### src/rtl/i2s_audio_tx_pkg.sv
`default_nettype none
// ============================================================================
// i2s_audio_tx_pkg : shared audio/I2S constants, FSM state type, WS decode
// Revision: 1.0
// ============================================================================
package i2s_audio_tx_pkg;

  localparam int AUDIO_SAMPLE_W          = 16;
  localparam int I2S_FRAME_SLOTS         = 32;
  localparam int I2S_FRAME_W             = 2 * AUDIO_SAMPLE_W;
  localparam int I2S_SLOT_W              = 5;
  localparam int I2S_WS_RIGHT_FIRST_SLOT = 15;
  localparam int I2S_WS_RIGHT_LAST_SLOT  = 30;

  typedef enum logic [0:0] {
    IDLE_SYNC = 1'b0,
    RUN       = 1'b1
  } i2s_state_e;

  // WS leads data by one slot, so the right-channel window is shifted down by one.
  function automatic logic ws_for_slot(input logic [I2S_SLOT_W-1:0] slot);
    return (int'(slot) >= I2S_WS_RIGHT_FIRST_SLOT) && (int'(slot) <= I2S_WS_RIGHT_LAST_SLOT);
  endfunction

endpackage
`default_nettype wire

### src/rtl/i2s_bck_gen.sv
`default_nettype none
// ============================================================================
// i2s_bck_gen : BCK prescaler/toggle with one-clk rise and fall event strobes
// Revision: 1.0
// ============================================================================
module i2s_bck_gen #(
  parameter int BCK_DIV = 4
) (
  input  logic clk,
  input  logic reset,
  output logic o_bck,
  output logic o_fall_evt,
  output logic o_rise_evt
);

  localparam logic [7:0] c_div_last = 8'(BCK_DIV - 1);

  logic [7:0] r_div_cnt;
  logic       r_bck;
  logic       w_tc;

  assign w_tc = (r_div_cnt == c_div_last);

  always_ff @(posedge clk or posedge reset) begin
    if (reset) begin
      r_div_cnt <= '0;
      r_bck     <= 1'b0;
    end else if (w_tc) begin
      r_div_cnt <= '0;
      r_bck     <= ~r_bck;
    end else begin
      r_div_cnt <= r_div_cnt + 8'd1;
    end
  end

  // Events describe the edge that BCK is about to make at the end of this cycle.
  assign o_fall_evt = w_tc & r_bck;
  assign o_rise_evt = w_tc & ~r_bck;
  assign o_bck      = r_bck;

endmodule
`default_nettype wire

### src/rtl/i2s_audio_tx.sv
`default_nettype none
// ============================================================================
// i2s_audio_tx : stereo 16-bit parallel to Philips I2S serializer
// Revision: 1.0
// ============================================================================
module i2s_audio_tx
  import i2s_audio_tx_pkg::*;
#(
  parameter int BCK_DIV = 4
) (
  input  logic                      clk,
  input  logic                      reset,
  input  logic [AUDIO_SAMPLE_W-1:0] left,
  input  logic [AUDIO_SAMPLE_W-1:0] right,
  input  logic                      mute,
  output logic                      frame_strobe,
  output logic                      i2s_bck,
  output logic                      i2s_ws,
  output logic                      i2s_data
);

  localparam logic [I2S_SLOT_W-1:0] c_last_slot = I2S_SLOT_W'(I2S_FRAME_SLOTS - 1);

  logic                   w_fall_evt;
  logic                   w_rise_evt_unused;
  i2s_state_e             r_state;
  i2s_state_e             w_state_next;
  logic                   w_capture;
  logic                   w_shift;
  logic [I2S_SLOT_W-1:0]  r_slot;
  logic [I2S_SLOT_W-1:0]  w_slot_next;
  logic [I2S_FRAME_W-1:0] r_shifter;
  logic                   r_ws;

  i2s_bck_gen #(
    .BCK_DIV (BCK_DIV)
  ) u_bck_gen (
    .clk        (clk),
    .reset      (reset),
    .o_bck      (i2s_bck),
    .o_fall_evt (w_fall_evt),
    .o_rise_evt (w_rise_evt_unused)
  );

  always_ff @(posedge clk or posedge reset) begin
    if (reset) begin
      r_state <= IDLE_SYNC;
    end else begin
      r_state <= w_state_next;
    end
  end

  always_comb begin
    w_state_next = r_state;
    case (r_state)
      IDLE_SYNC: if (w_fall_evt) w_state_next = RUN;
      RUN:       w_state_next = RUN;
      default:   w_state_next = IDLE_SYNC;
    endcase
  end

  // The very first falling edge after reset always starts a frame at slot 0.
  always_comb begin
    w_capture = 1'b0;
    w_shift   = 1'b0;
    case (r_state)
      IDLE_SYNC: begin
        w_capture = w_fall_evt;
      end
      RUN: begin
        w_capture = w_fall_evt && (r_slot == c_last_slot);
        w_shift   = w_fall_evt && (r_slot != c_last_slot);
      end
      default: begin
        w_capture = 1'b0;
        w_shift   = 1'b0;
      end
    endcase
  end

  assign w_slot_next = r_slot + I2S_SLOT_W'(1);

  always_ff @(posedge clk or posedge reset) begin
    if (reset) begin
      r_slot    <= c_last_slot;
      r_shifter <= '0;
      r_ws      <= 1'b0;
    end else begin
      if (w_fall_evt) begin
        r_slot <= w_slot_next;
        r_ws   <= ws_for_slot(w_slot_next);
      end
      if (w_capture) begin
        r_shifter <= mute ? '0 : {left, right};
      end else if (w_shift) begin
        r_shifter <= {r_shifter[I2S_FRAME_W-2:0], 1'b0};
      end
    end
  end

  assign frame_strobe = w_capture;
  assign i2s_ws       = r_ws;
  assign i2s_data     = r_shifter[I2S_FRAME_W-1];

endmodule
`default_nettype wire
### config.mk
export PLATFORM = sky130hd
export DESIGN_NAME = i2s_audio_tx
export DESIGN_NICKNAME = d
export VERILOG_FILES = /design/src/rtl/i2s_audio_tx_pkg.sv /design/src/rtl/i2s_bck_gen.sv /design/src/rtl/i2s_audio_tx.sv
export SDC_FILE = /design/constraint.sdc
export NUM_CORES = 1
export LEC_CHECK = 0
export BUFFER_PORTS_ARGS = -buffer_cell sky130_fd_sc_hd__buf_2
export CORE_ASPECT_RATIO = 1.5
export CORE_UTILIZATION = 49
export CTS_CLUSTER_DIAMETER = 120
export DETAILED_ROUTE_END_ITERATION = 8
export PLACE_DENSITY = 0.76
export SYNTH_ARGS = -nofsm -noshare
export SYNTH_HDL_FRONTEND = slang
export SYNTH_SLANG_ARGS = --single-unit
### constraint.sdc
create_clock -name clk -period 1.9 [get_ports clk]
set_input_delay 0.095 -clock clk [delete_from_list [all_inputs] [get_ports clk]]
set_output_delay 0.095 -clock clk [all_outputs]
set_load 0.01 [all_outputs]
==> Implementation_results.wiki <==
{| class="wikitable"
! Metric !! Value
|-
| Fraction of layout cells with a size suffix above 1 || 0.295
|-
| Rows || 30
|-
| Fin Clk Skew || 0.00999 ns
|-
| Bufs on Longest Clock Path || 2
|-
| Core occupancy in the finished layout || 0.661
|-
| Share of the yosys chip area belonging to registers || 0.507
|-
| Result of the run || finished clean
|-
| Number of failing setup endpoints in the final timing report || 0
|-
| Type of element launching the critical path || flip-flop
|-
| Worst-margin pin slew || approximately 0.62 ns
|-
| Final cell count without fillers || 369
|-
| Nets@finish || 344
|-
| Remaining DRCs || 0
|-
| Worst setup path class || flip-flop to flip-flop
|-
| Power Dens Cells || about 630 nW/um^2
|-
| LEAKAGE || approximately 1.4 nW
|-
| Iteration-0 DRC count of the detailed router || 178
|-
| Starting density of the core || 0.520
|-
| Critical Path End Type || flip-flop
|-
| Worst hold-check path type || input pin to flip-flop
|-
| Remaining max-slew budget at the tightest pin || 0.586
|-
| CTS Buf Count || 5
|-
| Post-placement cell count || 342
|-
| Final GP Congestion || between 0.7 and 0.8
|-
| Worst vdd rail ir drop || 0.414 mV
|-
| Critical path fanouts, max || 16
|-
| Vertical die dimension || approximately 90 um
|-
| Remaining global-route overflow || 0
|-
| Floorplan Core Area || around 4600 um^2
|-
| Clock slew at the register clock pins of the worst setup and hold paths || 0.09 ns
|-
| Slack of the critical path || between 0.04 and 0.05 ns
|-
| Die Wd || 58.9 um
|-
| Detail-routed via count per cell || around 5.4
|-
| Routed wire length || 5540 um
|-
| Minimum period implied by the final worst setup slack || about 1.9 ns
|-
| Wire length of the first global-routing pass || 8360 um
|-
| Most instantiated flip-flop cell in the synthesis netlist || dfrtp_1
|-
| Gate count of the mapped netlist || 251
|-
| Detailed-routing iteration count for the pre-antenna-repair pass || 4
|-
| Mean routed wirelength per cell || between 15 and 20 um
|-
| Synth top area cells || dfrtp_1 (45%), nor3b_1 (9.8%), o21ai_0 (6.9%), a21oi_1 (6.7%), dfstp_2 (5.5%)
|-
| Pre-CTS WS || -0.529 ns
|-
| Placement Cell Area || 2650 um^2
|-
| Post-synth top area cell || dfrtp_1
|-
| Clock tree from TritonCTS || built
|-
| Post-layout instance area || roughly 3000 um^2
|-
| Hold Fails Final Rpt || 0
|-
| Crit path arrival time || between 2 and 2.5 ns
|-
| Total global-route track usage || 0.216
|-
| Final Cycle Share || 0.978
|-
| Sinks on the clock net || 48
|-
| Post-synthesis instance area || 2380 um^2
|-
| CTS H-Tree Depth || 2
|-
| Maximum number of pins on one net before global-route repair || 71
|-
| Synth async-reset ratio || 1.00
|-
| Yosys reg bits || 48
|-
| Commonest cells post-synth || dfrtp_1 (43), nand2_1 (35), o21ai_0 (33)
|-
| Avg Cell Area, Syn || approximately 9.5 um^2
|-
| Fmax || ~540 MHz
|-
| Number of enable flip-flop cells after synthesis || 0
|-
| Distinct cell type count of the synthesized netlist || 32
|-
| Root buf cell || clkbuf_8
|-
| Dpl hpwl || about 3000 um
|-
| Area of the die || 5150 um^2
|-
| Total nets after synthesis || 291
|-
| Number of buffers added on ports || 38
|-
| Critical Path RT || 2.13 ns
|-
| Count of pins on the block boundary || 39
|-
| Antenna cell count || 0
|-
| Setup repair after global routing missed its margin || yes
|-
| Yosys Warn Count || 0
|-
| Most used standard cell by instance count after synthesis || dfrtp_1
|-
| Antenna violations before repair || 0
|-
| Top-area cell type share of the netlist area || 0.452
|-
| Max Cap Violations || 0
|-
| Vias after detailed routing || 2006
|-
| Vias in the first global route || 1839
|-
| Final Max Slew Viols || 0
|-
| Worst skew pair latency || approximately 0.3 ns
|-
| Number of antenna-violating nets in the routed design || 0
|-
| Area Growth Syn to Fin || 27.0%
|-
| Register-to-register setup slack || 0.04 ns
|}
-- per-layer routing --
layer | GRT usage | wire, um | share of wire | up-vias
li1 | - | - | - | 983
met1 | 0.265 | 2340 | 0.42 | 957
met2 | 0.358 | 2870 | 0.52 | 58
met3 | 0.0431 | 252 | 0.045 | 8
met4 | 0.102 | 80 | 0.014 | 0
met5 | 0 | 0 | 0 | -
-- critical path: stages (launching register included) --
cell and delay [ns]:
dfstp_2 0.37, ha_1 0.20, and3_4 0.16, ha_4 0.19, buf_4 0.16, nor2b_4 0.39, a21oi_1 0.14, o21ai_0 0.16
-- cell type report --
class | count | area [um^2]
Clock buffer | 7 | 76.3
Tap cell | 64 | 80.1
Inverter | 5 | 18.8
Timing Repair Buffer | 62 | 433
Sequential cell | 48 | 1210
Multi-Input combinational cell | 182 | 1180
Fill cell | 371 | 1550
Clock inverter | 1 | 30.0
-- through the flow --
| stage | total power, mW | TNS [ns] | hold WS [ns] |
|---|---|---|---|
| after global routing | 1.98 | -0.301 | 0.0679 |
| after global placement | 1.20 | -12.71 | 0.0207 |
| final | 1.90 | 0 | 0.0610 |
| after CTS | 1.92 | -0.000656 | 0.0584 |
| after detailed placement | 1.20 | -15.24 | 0.0238 |
| after floorplan | 1.15 | 0 | 0.250 |
-- worst paths after layout --
check | cells after the start | from | end
worst max-delay path | 7 | r_slot[0]$_DFFE_PP1P_ | r_shifter[5]$_DFFE_PP0P_
worst min-delay path | 3 | right[0] | r_shifter[0]$_DFFE_PP0P_
worst max register to register | 7 | r_slot[0]$_DFFE_PP1P_ | r_shifter[5]$_DFFE_PP0P_
worst min register to register | 2 | r_shifter[16]$_DFFE_PP0P_ | r_shifter[16]$_DFFE_PP0P_
max in group asynchronous | 4 | reset | r_slot[4]$_DFFE_PP1P_
min in group asynchronous | 3 | reset | u_bck_gen.o_bck$_DFFE_PP0N_
-- state kept, by name, summed over array words and instances (netlist names) --
register,cells
u_bck_gen.r_div_cnt,8
u_bck_gen.o_bck,1
r_slot,5
i2s_ws,1
r_state,1
r_shifter,32
-- cell usage in the layout, fill, tap and decap left out, types with 2 or more instances in the layout --
cell        n
a21oi_1    31
and3_1      3
buf_12      2
buf_2      38
buf_4      19
clkbuf_1    2
clkbuf_16   2
clkbuf_8    5
dfrtp_1    42
dfstp_2     5
ha_1        4
inv_1       4
nand2_1    35
nand2b_1    2
nand3_1     6
nor2_1      6
nor2b_4     4
nor3b_1    27
nor3b_2     4
o21ai_0    24
o21ai_1     9
xnor2_1    10
-- where the power goes --
| group | switching (mW) | total (mW) | internal, mW |
|---|---|---|---|
| logic | 0.0602 | 0.118 | 0.0575 |
| clock network | 0.323 | 0.717 | 0.394 |
| registers | 0.0160 | 1.07 | 1.05 |
| total | 0.399 | 1.90 | 1.50 |
-- timing repair --
item,4_1_cts,5_1_grt
gates resized for setup,5,18
setup buffers,3,10
endpoints found under the hold margin,23,0
hold buffers,1,0
cloned,3,2
setup endpoints to repair,33,13
pin swaps,1,3
-- kinds of logic after synthesis --
logic type | share of synthesized area
and+or+nand+nor | 0.227
AOI/OAI and AO/OA | 0.161
DFF | 0.507
buffers and inverters | 0.0420
xor gates and xnor gates | 0.0368
adders and majority gates | 0.0263
Note: power is estimated with default switching activity, not from simulation.
